File: src/rtl/vend_ctrl_param.sv
// ---------------------------------------------------------------------------
// vend_ctrl_param
//   Parametrised vending-machine controller. Accepts one coin per cycle from
//   up to three debounced coin channels, accumulates credit, vends once credit
//   reaches PRICE, then pays change (or refunds on cancel / inactivity) under
//   a change_valid / change_ack handshake. Drives two BCD display digits.
//
// Ports
//   clk           system clock (50 MHz)
//   rst_n         asynchronous active-low reset
//   coin[2:0]     one-cycle coin pulses, coin[0] has highest priority
//   cancel        one-cycle cancel pulse (honoured only while collecting)
//   change_ack    payout mechanism has taken change_val
//   vend          high for VEND_CYC cycles while dispensing
//   change_val    change / refund amount, valid while change_valid
//   change_valid  change / refund pending
//   coin_reject   one-cycle pulse, a coin pulse was not accepted
//   disp_tens     BCD tens of displayed value
//   disp_ones     BCD ones of displayed value
//   led[5:0]      [0] IDLE [1] COLLECT [2] VEND [3] CHANGE [4] REFUND
//                 [5] reject seen since IDLE was last entered
// ---------------------------------------------------------------------------
module vend_ctrl_param #(
  parameter int PRICE       = 25,
  parameter int COIN0_VAL   = 5,
  parameter int COIN1_VAL   = 10,
  parameter int COIN2_VAL   = 50,
  parameter int CREDIT_MAX  = 99,
  parameter int VEND_CYC    = 25_000_000,
  parameter int TIMEOUT_CYC = 500_000_000
) (
  input  logic       clk,
  input  logic       rst_n,
  input  logic [2:0] coin,
  input  logic       cancel,
  input  logic       change_ack,
  output logic       vend,
  output logic [6:0] change_val,
  output logic       change_valid,
  output logic       coin_reject,
  output logic [3:0] disp_tens,
  output logic [3:0] disp_ones,
  output logic [5:0] led
);

  // Counters run 0 .. N-1, so N values need clog2(N) bits (at least one).
  localparam int VEND_W = (VEND_CYC    > 1) ? $clog2(VEND_CYC)    : 1;
  localparam int TO_W   = (TIMEOUT_CYC > 1) ? $clog2(TIMEOUT_CYC) : 1;

  typedef enum logic [2:0] {
    S_IDLE,
    S_COLLECT,
    S_VEND,
    S_CHANGE,
    S_REFUND
  } state_t;

  state_t            state, state_nxt;
  logic [6:0]        credit, credit_nxt;
  logic [6:0]        change_val_nxt;
  logic [VEND_W-1:0] vend_cnt, vend_cnt_nxt;
  logic [TO_W-1:0]   to_cnt, to_cnt_nxt;
  logic              reject_seen;

  // Coin arbitration: lowest index wins, value widened to 8 bits so an
  // overflowing sum is still visible before it is compared to CREDIT_MAX.
  logic [2:0] coin_win;
  logic [7:0] coin_val;
  logic [7:0] credit_base;
  logic [7:0] credit_sum;
  logic       coin_open;
  logic       coin_ok;
  logic       reject_nxt;
  logic [6:0] disp_val;

  // NOTE: every signal assigned in an always_comb gets a default first, so
  // no path through the block leaves it unassigned and no latch is inferred.
  always_comb begin
    coin_win = 3'b000;
    coin_val = 8'd0;
    if (coin[0]) begin
      coin_win = 3'b001;
      coin_val = 8'(COIN0_VAL);
    end else if (coin[1]) begin
      coin_win = 3'b010;
      coin_val = 8'(COIN1_VAL);
    end else if (coin[2]) begin
      coin_win = 3'b100;
      coin_val = 8'(COIN2_VAL);
    end
  end

  assign credit_base = (state == S_IDLE) ? 8'd0 : {1'b0, credit};
  assign credit_sum  = credit_base + coin_val;
  // Coins are only taken while idle or collecting; a cancel in COLLECT beats
  // a same-cycle coin (cancel has no effect in IDLE, so the coin proceeds).
  assign coin_open   = (state == S_IDLE) || ((state == S_COLLECT) && !cancel);
  assign coin_ok     = coin_open && (coin_win != 3'b000) &&
                       (credit_sum <= 8'(CREDIT_MAX));
  // Any pulse that is not the accepted winner is a reject.
  assign reject_nxt  = |(coin & ~(coin_ok ? coin_win : 3'b000));

  // Next-state and datapath logic.
  always_comb begin
    state_nxt      = state;
    credit_nxt     = credit;
    change_val_nxt = change_val;
    vend_cnt_nxt   = vend_cnt;
    to_cnt_nxt     = to_cnt;
    case (state)
      S_IDLE: begin
        credit_nxt   = '0;
        vend_cnt_nxt = '0;
        to_cnt_nxt   = '0;
        if (coin_ok) begin
          credit_nxt = credit_sum[6:0];
          state_nxt  = (credit_sum >= 8'(PRICE)) ? S_VEND : S_COLLECT;
        end
      end
      S_COLLECT: begin
        if (cancel) begin
          state_nxt      = S_REFUND;
          change_val_nxt = credit;
          to_cnt_nxt     = '0;
        end else if (coin_ok) begin
          credit_nxt = credit_sum[6:0];
          to_cnt_nxt = '0;
          if (credit_sum >= 8'(PRICE)) state_nxt = S_VEND;
        end else if (to_cnt == TO_W'(TIMEOUT_CYC - 1)) begin
          state_nxt      = S_REFUND;
          change_val_nxt = credit;
          to_cnt_nxt     = '0;
        end else begin
          to_cnt_nxt = to_cnt + TO_W'(1);
        end
      end
      S_VEND: begin
        if (vend_cnt == VEND_W'(VEND_CYC - 1)) begin
          vend_cnt_nxt   = '0;
          change_val_nxt = credit - 7'(PRICE);
          if (credit != 7'(PRICE)) begin
            state_nxt = S_CHANGE;
          end else begin
            state_nxt  = S_IDLE;
            credit_nxt = '0;
          end
        end else begin
          vend_cnt_nxt = vend_cnt + VEND_W'(1);
        end
      end
      S_CHANGE, S_REFUND: begin
        if (change_ack) begin
          state_nxt      = S_IDLE;
          credit_nxt     = '0;
          change_val_nxt = '0;
        end
      end
      default: begin
        state_nxt  = S_IDLE;
        credit_nxt = '0;
      end
    endcase
  end

  // NOTE: sequential state uses non-blocking assignments so every register
  // samples values from before the edge, independent of statement order.
  always_ff @(posedge clk or negedge rst_n) begin
    if (!rst_n) begin
      state       <= S_IDLE;
      credit      <= '0;
      change_val  <= '0;
      vend_cnt    <= '0;
      to_cnt      <= '0;
      coin_reject <= 1'b0;
      reject_seen <= 1'b0;
    end else begin
      state       <= state_nxt;
      credit      <= credit_nxt;
      change_val  <= change_val_nxt;
      vend_cnt    <= vend_cnt_nxt;
      to_cnt      <= to_cnt_nxt;
      coin_reject <= reject_nxt;
      // Entering IDLE clears the sticky reject flag.
      if ((state_nxt == S_IDLE) && (state != S_IDLE)) reject_seen <= 1'b0;
      else if (reject_nxt)                            reject_seen <= 1'b1;
    end
  end

  // Output decode from the current state.
  always_comb begin
    vend         = (state == S_VEND);
    change_valid = (state == S_CHANGE) || (state == S_REFUND);
    led          = {reject_seen,
                    state == S_REFUND,
                    state == S_CHANGE,
                    state == S_VEND,
                    state == S_COLLECT,
                    state == S_IDLE};
    disp_val     = change_valid ? change_val : credit;
  end

  // Registered BCD conversion; the displayed value never exceeds 99.
  always_ff @(posedge clk or negedge rst_n) begin
    if (!rst_n) begin
      disp_tens <= 4'd0;
      disp_ones <= 4'd0;
    end else begin
      disp_tens <= 4'(disp_val / 7'd10);
      disp_ones <= 4'(disp_val % 7'd10);
    end
  end

endmodule

File: config.mk
export PLATFORM = sky130hd
export DESIGN_NAME = vend_ctrl_param
export DESIGN_NICKNAME = d
export VERILOG_FILES = /design/src/rtl/vend_ctrl_param.sv
export SDC_FILE = /design/constraint.sdc
export NUM_CORES = 1
export LEC_CHECK = 0
export CAP_MARGIN = 10
export CORE_AREA = 2 2 123 101
export DETAILED_ROUTE_END_ITERATION = 10
export DIE_AREA = 0 0 125 103
export GPL_ROUTABILITY_DRIVEN = 1
export PLACE_DENSITY_LB_ADDON = 0.25
export SYNTH_ARGS = -nofsm -noshare
export SYNTH_HDL_FRONTEND = slang
export SYNTH_SLANG_ARGS = --single-unit
File: constraint.sdc
create_clock -name clk -period 3.35 [get_ports clk]
set_input_delay 0.67 -clock clk [delete_from_list [all_inputs] [get_ports clk]]
set_output_delay 0.67 -clock clk [all_outputs]
set_load 0.01 [all_outputs]
==> run metrics, run 1 <==
placed wire-length estimate 9.525 mm; IO Count 31; Fin. Hold Viols 0; Total GRT Usage 21.67%; dpl cells 837; DR DRC count 0; Critical Setup Path Class register to register; first-pass GRT wire length 22.89 mm; Reg2Reg Capture Point change_val[2]$_DFFE_PN0P_; top cells by area, synth dfrtp_1 39%, nand2_1 5.7%, o21ai_0 5.5%, nor2_1 3.7%, nand3_1 2.7%; Critical R2R Launch state[0]$_DFF_PN0_; register area share after synthesis 38.53%; synthesis-to-finish area growth 24.85%; clk buf depth 2; fin area 6569 sq um; H-Tree Depth 3; Worst EP required 3.57 ns; Post-Syn Nets 643; Slew Viols, Final 0; multiplexer share of the synthesized area 4.899%; ys flop type dfrtp_1; critical path data arrival time 3.46 ns; Hold Path Class primary input to async pin; First-pass DRT Iterations 5; CTS tree yes; vias per cell 5.788; max frequency 0.3088 GHz; Tot Pwr 0.004935 W; Synth Area in Adders 3.187%; # nets final 720; die area 12880 sq um; Final GP Congestion 0.8757; placed cell areas 6086 sq um; GRT overflow 0; leakage 2.778 nW; Synth top area share 38.53%; Worst setup endpoint change_val[2]$_DFFE_PN0P_; xor/xnor share of the synthesized area 3.306%; Clock Latency Late Sink 0.33 ns; CP startpoint state[0]$_DFF_PN0_; Seq cells post-synth 81; die width 125 microns; asr flop ratio synth 100.0%; Rel. slew slack 31.99%; synth unique cells 72; area leader, netlist dfrtp_1; clk slew on worst S/H paths 0.06 ns; Final Cycle Share 96.68%; Worst R2R Path Depth 15; RSZ-0062 raised after global routing yes; Register-to-Register Setup Slack 0.11 ns; Die Y 103 microns; largest net degree at the start of global routing 47; initial antenna violation count 0; vias in the first global route 4687; Max Cap Viol 0; Gate Count Post-Synth 624; Initial DRC Count 305; clk_skew 0.005860 ns; Port Buffers 30; Synth Warn # 0; Wirelength per Cell 15.69 microns; fraction of layout cells with a size suffix above 1 18.98%; most common cell after layout, fill and taps aside dfrtp_1; maximum vdd drop 0.3775 mV; Routed WL 13.46 mm; CTS root buf clkbuf_16; Starting Density 44.58%; Post-Synth Simple-Gate Area 24.02%; Setup crit end kind register; Clock Sinks 81; Worst-Margin Slew 1.016 ns; worst slack, placed -0.4597 ns; syn avg cell area 8.432 sq um; status finished, final reports clean; CTS Buf Count 9; via count 4966; diodes inserted 0; Final min period 3.239 ns; Synth Area in Compound Gates 21.76%; post-route antenna net violation count 0; most frequent cells in the layout 80 x dfrtp_1, 78 x nand2_1, 63 x buf_4; final core occ 55.66%; Finished Layout Cells 858; Final WS setup 0.1112 ns; largest family of logic cells by synthesized area simple AND/OR/NAND/NOR gates; Cell Pwr Density 751.3 nW/um^2; CP max FO 7; num rows 36; core area 11800 sq um; count of flip-flops with a built-in enable after synthesis 0; CP Launch Type register; Cell Area, Synth 5261 sq um; final-report setup violation count 0
[state kept, by name (all words and copies together) (netlist names)]
| register | flops |
|---|---|
| change_val | 7 |
| coin_reject | 1 |
| credit | 7 |
| disp_ones | 4 |
| disp_tens | 4 |
| reject_seen | 1 |
| state | 3 |
| to_cnt | 29 |
| vend_cnt | 25 |
[cells in the mapped netlist, types with 5 or more instances]
library cell   n
and3_1        15
o21ai_1       21
xnor2_1       12
nor2b_1       10
a31oi_1        8
mux2i_1        6
inv_1         20
nor2_1        52
ha_1          11
o21ai_0       58
and2_1         5
a22o_1         7
mux2_1         7
nand4_1       13
nor3_1        16
dfrtp_1       81
nand3_1       28
o22ai_1        7
a21oi_1       27
o21a_1         9
nand2_1       80
xor2_1         6
o31ai_1        9
buf_2          8
clkbuf_1      16
o211ai_1       6
nor4_1         5
[cell families (layout without fill, tap and decap cells)]
group                      Yosys count  count (layout)
and+or+nand+nor                    255             255
AOI/OAI and AO/OA                  183             183
DFF                                 81              81
buffers and inverters               51             133
muxes                               22              22
xor gates and xnor gates            19              19
adders and majority gates           13              13
[through the flow]
step / TNS [ns] / hold slack, ns
floorplan: -2.220 / 0.3744
global placement: -12.28 / 0.4746
detailed placement: -16.71 / 0.4894
CTS: 0 / 0.3672
global route: -0.09396 / 0.3911
finish: 0 / 0.3480
[per-layer routing]
layer	wire length, microns	part of all wire, %	track usage, %
met5	0	0	0
met4	136	1.0	6.154
met1	6430	48	29.72
met2	6329	47	35.62
met3	564	4.2	4.048
[critical path: stages (launching register included)]
cell and delay, ns:
dfrtp_1 0.39, or2_4 0.27, nor2_4 0.14, nor2_2 0.07, ha_2 0.20, inv_2 0.06, fa_2 0.19, nor2b_1 0.05
o31a_1 0.34, o31ai_2 0.21, o211ai_1 0.16, o21a_2 0.26, buf_6 0.13, o21ai_4 0.17, nand2_4 0.13, mux2_4 0.33
[worst min path at each step]
stage	slack [ns]	cells past startpoint	from	endpoint
2_1_floorplan	0.37	0	rst_n	change_val[0]$_DFFE_PN0P_
3_3_place_gp	0.47	1	vend_cnt[24]$_DFFE_PN0P_	vend_cnt[24]$_DFFE_PN0P_
3_5_place_dp	0.49	1	to_cnt[2]$_DFFE_PN0P_	to_cnt[2]$_DFFE_PN0P_
4_1_cts	0.37	1	rst_n	disp_ones[1]$_DFF_PN0_
5_1_grt	0.39	1	rst_n	disp_ones[1]$_DFF_PN0_
6_report	0.35	1	rst_n	disp_ones[1]$_DFF_PN0_
[where the power goes]
| part | switching [W] | leakage [nW] | total, W | internal [W] |
|---|---|---|---|---|
| combinational | 0.00134 | 1.56 | 0.00262 | 0.00128 |
| sequential | 0.000156 | 1.07 | 0.00131 | 0.00116 |
| clock | 0.000385 | 0.149 | 0.00100 | 0.000618 |
| total | 0.00188 | 2.78 | 0.00494 | 0.00306 |
[timing repair]
| action | 4_1_cts | 5_1_grt |
|---|---|---|
| gates resized for setup | 5 | 32 |
| endpoints found under the setup margin | 26 | 41 |
| hold buffers | 0 | 0 |
| setup buffers | 0 | 5 |
| pin swaps | 1 | 14 |
[area by class of cell]
class | instances | area, sq um
fillers | 1064 | 5233
clock inverters | 4 | 51.30
well taps | 152 | 190.2
multi-input cells | 492 | 3157
repair buffers | 94 | 789.5
clock buffers | 12 | 256.5
inverters | 23 | 96.34
flip-flops and latches | 81 | 2028
Power figures use the tool's default switching activity.
==> run 2, diff against run 1 <==
CORE_AREA = 5 5 117 97   (was 2 2 123 101)
DIE_AREA = 0 0 122 102   (was 0 0 125 103)
==> run 2 against run 1 <==
Against the previous run:
- sequential power hardly changed
- non-clock buffer count is 3 higher
- largest cell class unchanged
- via count is 1.4% higher
- largest power group unchanged
- cell area is 0.46% higher
- combinational power is 2% higher
- fmax is 0.24% lower
- die area is 3.3% lower
==> run metrics, run 2 (same netlist as run 1, synthesis figures left out) <==
CP Launch Type register; # nets final 723; final-report setup violation count 0; Initial DRC Count 387; post-route antenna net violation count 0; H-Tree Depth 3; Max Cap Viol 0; worst slack, placed -0.4433 ns; die width 122 microns; DR DRC count 0; core area 10030 sq um; largest net degree at the start of global routing 82; CTS Buf Count 9; Final WS setup 0.1033 ns; Final GP Congestion 0.8782; status finished, final reports clean; Cell Pwr Density 750.0 nW/um^2; Slew Viols, Final 0; Die Y 102 microns; Worst EP required 3.56 ns; worst hold slack 0.4925 ns; Reg with most FFs to_cnt; Critical Setup Path Class register to register; CP max FO 7; GRT overflow 0; via count 5037; Worst-Margin Slew 1.040 ns; num rows 33; critical path data arrival time 3.46 ns; CTS root buf clkbuf_16; initial antenna violation count 0; Total GRT Usage 22.48%; die area 12440 sq um; first-pass GRT wire length 22.89 mm; largest registers to_cnt (29), vend_cnt (25); Wirelength per Cell 16.02 microns; Hold Path Class register to register; diodes inserted 0; fraction of layout cells with a size suffix above 1 18.36%; Fin. Hold Viols 0; Clock Sinks 81; Final min period 3.247 ns; Rel. slew slack 30.65%; Routed WL 13.58 mm; CTS tree yes; clk_skew 0.006636 ns; IO Count 31; synthesis-to-finish area growth 25.42%; First-pass DRT Iterations 5; Starting Density 52.44%; Setup crit end kind register; clk buf depth 2; Final Cycle Share 96.92%; max FFs per register 29; Port Buffers 30; placed wire-length estimate 9.483 mm; most common cell after layout, fill and taps aside dfrtp_1; maximum vdd drop 0.4186 mV; vias per cell 5.940; max frequency 0.3080 GHz; most frequent cells in the layout 80 x dfrtp_1, 78 x nand2_1, 62 x buf_4; vias in the first global route 4841; clk slew on worst S/H paths 0.06 ns; leakage 2.767 nW; Clock Latency Late Sink 0.33 ns
run 2: worst paths after layout:
check                                            start                         to  slack [ns]  cells after the start
worst max-delay path                state[0]$_DFF_PN0_  change_val[3]$_DFFE_PN0P_        0.10                     15
max in group asynchronous                        rst_n         state[1]$_DFF_PN0_        2.09                      1
worst min-delay path            to_cnt[28]$_DFFE_PN0P_     to_cnt[28]$_DFFE_PN0P_        0.49                      1
worst min register to register  to_cnt[28]$_DFFE_PN0P_     to_cnt[28]$_DFFE_PN0P_        0.49                      1
worst max register to register      state[0]$_DFF_PN0_  change_val[3]$_DFFE_PN0P_        0.10                     15
min in group asynchronous                        rst_n     disp_ones[3]$_DFF_PN0_        0.50                      1
run 2: repair_timing:
action                                 4_1_cts  5_1_grt
resized for setup                            8       31
setup endpoints to repair                   21       41
gates cloned                                 1        0
endpoints found under the hold margin        0        0
buffers inserted                             0       11
hold buffers                                 0        0
pin swaps                                    1       18
run 2: area by class of cell:
type                            instances  area, sq um
Inverter                               23        96.34
Sequential cell                        81         2028
Clock inverter                          4        55.05
Tap cell                              140        175.2
Multi-Input combinational cell        492         3172
Clock buffer                           11        232.7
Timing Repair Buffer                   97        839.6
Fill cell                             792         3435
run 2: routing by layer:
| metal | routed length [microns] | track usage, % | vias up |
|---|---|---|---|
| met3 | 758 | 4.649 | 16 |
| met1 | 6165 | 29.93 | 2450 |
| li1 | - | - | 2426 |
| met4 | 150 | 5.771 | 0 |
| met5 | 0 | 0 | - |
| met2 | 6506 | 37.82 | 145 |
run 2: critical path, stage by stage, from the launching register on:
cell and delay (ns):
dfrtp_1 0.40, or2_4 0.27, nor2_4 0.14, nor2_1 0.08, ha_2 0.20, inv_2 0.06
fa_2 0.20, nor2b_2 0.05, o31a_1 0.34, o31ai_2 0.23, o211ai_1 0.16, o21a_1 0.25
buf_6 0.15, o21ai_4 0.14, nand2_4 0.11, mux2_1 0.33
run 2: power by group:
group	internal (W)	leakage, nW	switching (W)
registers	0.00116	1.07	0.000157
logic	0.00129	1.56	0.00139
clock network	0.000576	0.136	0.000383
run 2: metrics by stage:
step                      power, W  utilization, %  cell area [sq um]  TNS (ns)  instances
after floorplan           0.002845               -               5334    -2.220        624
after global placement    0.003666           60.33               6053    -13.68        821
after detailed placement  0.003738           60.33               6053    -15.63        821
after CTS                 0.004738           63.57               6379         0        837
after global routing      0.005282           65.77               6599   -0.3984        848
final                     0.004949           65.77               6599         0        848
==> run 3, diff against run 2 <==
CORE_AREA = 5 5 177 111   (was 5 5 117 97)
DIE_AREA = 0 0 182 116   (was 0 0 122 102)
==> run 3 against run 2 <==
Against the previous run:
- cell count grew 13%
- clock-buffer cell count decreased by 1
- clock skew grew 0.0019 ns
- register-to-register slack is essentially flat
- hold slack worse by 0.14 ns
- non-clock buffer count rose by 7
- sequential share of layout area decreased by 0.77 points
- highest routed layer unchanged
- via count rose by 0.34%
- cell area increased by 2.5%
==> run metrics, run 3 (same netlist as run 1, synthesis figures left out) <==
vias per cell 5.281; clk buf depth 2; vias in the first global route 4659; Total GRT Usage 14.21%; Final min period 3.243 ns; die width 182 microns; sw power 0.002034 W; Rel. slew slack 55.08%; CP startpoint state[0]$_DFF_PN0_; area of the multi-input gates 3168 sq um; Clock Sinks 81; Worst-Margin Slew 0.6738 ns; max FFs per register 29; diodes inserted 0; Setup crit end kind register; Reg with most FFs to_cnt; core area 17730 sq um; largest net degree at the start of global routing 51; leakage 2.779 nW; Critical R2R Launch state[0]$_DFF_PN0_; final-report setup violation count 0; clk slew on worst S/H paths 0.07 ns; worst hold slack 0.3545 ns; Clock Latency Late Sink 0.34 ns; Register-to-Register Setup Slack 0.11 ns; critical path data arrival time 3.50 ns; Worst R2R Path Depth 14; first-pass GRT wire length 24.54 mm; Reg2Reg Capture Point to_cnt[26]$_DFFE_PN0P_; cells along the critical path or2_4, nor2_4, nor2_2, ha_4, inv_2, fa_2, nor2b_4, o31a_1, o31ai_2, o211ai_1, o21a_2, or2_2, o21a_1, a21oi_1; top cell family by delay on the critical path compound AO/OA/AOI/OAI gates; synthesis-to-finish area growth 28.56%; largest registers to_cnt (29), vend_cnt (25); initial antenna violation count 0; maximum vdd drop 0.3841 mV; Logic pwr share 54.4%; IO Count 31; clk_skew 0.008513 ns; WP buf/inv 1; GRT overflow 0; Fin. Hold Viols 0; H-Tree Depth 3; die area 21110 sq um; Register Area 2027 sq um; sequential share of power 26.5%; DR DRC count 0; Final GP Congestion 0.8935; via count 5054; Slew Viols, Final 0; CTS root buf clkbuf_16; Initial DRC Count 454; WP depth 14; Final Cycle Share 96.80%; CP max FO 7; # nets final 731; Critical Setup Path Class register to register; Routed WL 15.00 mm; CP Launch Type register; Worst EP required 3.61 ns; Fillers 1817; Cell Pwr Density 748.6 nW/um^2; crit path max-delay cell type dfrtp_1; max frequency 0.3084 GHz; Hold Path Class primary input to async pin; Max Cap Viol 0; post-route antenna net violation count 0; Wirelength per Cell 15.67 microns; CTS tree yes; num rows 38; hold_buf cts 0; fraction of layout cells with a size suffix above 1 19.80%; final core occ 38.14%; Tot Pwr 0.005064 W; internal power 0.003029 W; most common cell after layout, fill and taps aside dfrtp_1; slowest stage delay, CP 0.38 ns; Starting Density 29.67%; Die Y 116 microns; clock power share 19.1%; most frequent cells in the layout 81 x dfrtp_1, 78 x nand2_1, 70 x buf_4; Worst setup endpoint to_cnt[26]$_DFFE_PN0P_; switch share 40.17%; First-pass DRT Iterations 5; Port Buffers 30; placed wire-length estimate 10.83 mm; CTS Buf Count 9; status finished, final reports clean
run 3: cell count changes in the layout (fill, tap and decap cells not counted), moves of 3 or more:
cell and change:
buf_4 +8, o21ai_2 +4, buf_6 -3, clkdlybuf4s50_1 +3, dlymetal6s2s_1 -3
run 3: worst min-delay path by stage:
stage                             start                         to  slack, ns  depth (start not counted)
4_1_cts                           rst_n   vend_cnt[19]$_DFFE_PN0P_       0.38                          1
3_3_place_gp     to_cnt[28]$_DFFE_PN0P_     to_cnt[28]$_DFFE_PN0P_       0.46                          1
5_1_grt                           rst_n   vend_cnt[10]$_DFFE_PN0P_       0.41                          1
2_1_floorplan                     rst_n  change_val[0]$_DFFE_PN0P_       0.37                          0
6_report                          rst_n   vend_cnt[10]$_DFFE_PN0P_       0.35                          1
3_5_place_dp   vend_cnt[24]$_DFFE_PN0P_   vend_cnt[24]$_DFFE_PN0P_       0.48                          1
run 3: metrics by stage:
step / setup TNS [ns] / worst slack (ns) / instances / cell area [sq um]
after CTS: 0 / 0.008826 / 946 / 6575
after global routing: -0.2110 / -0.03488 / 957 / 6764
final: 0 / 0.1073 / 957 / 6764
after floorplan: -2.220 / -0.1311 / 624 / 5334
after detailed placement: -16.99 / -0.5243 / 930 / 6259
after global placement: -14.87 / -0.4518 / 930 / 6259
run 3: power groups by stage:
stage	clock network, W	logic [W]	registers [W]
final	0.000968	0.00275	0.00134
after global routing	0.00103	0.00301	0.00137
after CTS	0.000995	0.00256	0.00134
after detailed placement	0	0.00251	0.00135
after global placement	0	0.00249	0.00134
after floorplan	0	0.00150	0.00135
run 3: layout make-up:
class / count / share of cell area (%)
repair buffers: 104 / 13.06
well taps: 240 / 4.440
clock inverters: 6 / 0.7399
flip-flops and latches: 81 / 29.97
multi-input cells: 493 / 46.84
clock buffers: 10 / 3.533
inverters: 23 / 1.424
run 3: repair_timing:
action / in CTS / in global routing
pin swaps: 1 / 16
setup buffers: 0 / 10
setup endpoints to repair: 25 / 47
gates cloned: 0 / 2
gates resized for setup: 6 / 26
run 3: routing by layer:
layer / wire, microns / vias up / share of wire (%) / track usage, %
met2: 6033 / 141 / 40 / 19.63
met4: 112 / 0 / 0.75 / 2.399
met3: 915 / 13 / 6.1 / 3.074
met1: 7939 / 2462 / 53 / 22.66
li1: - / 2438 / - / -
met5: 0 / - / 0 / 0
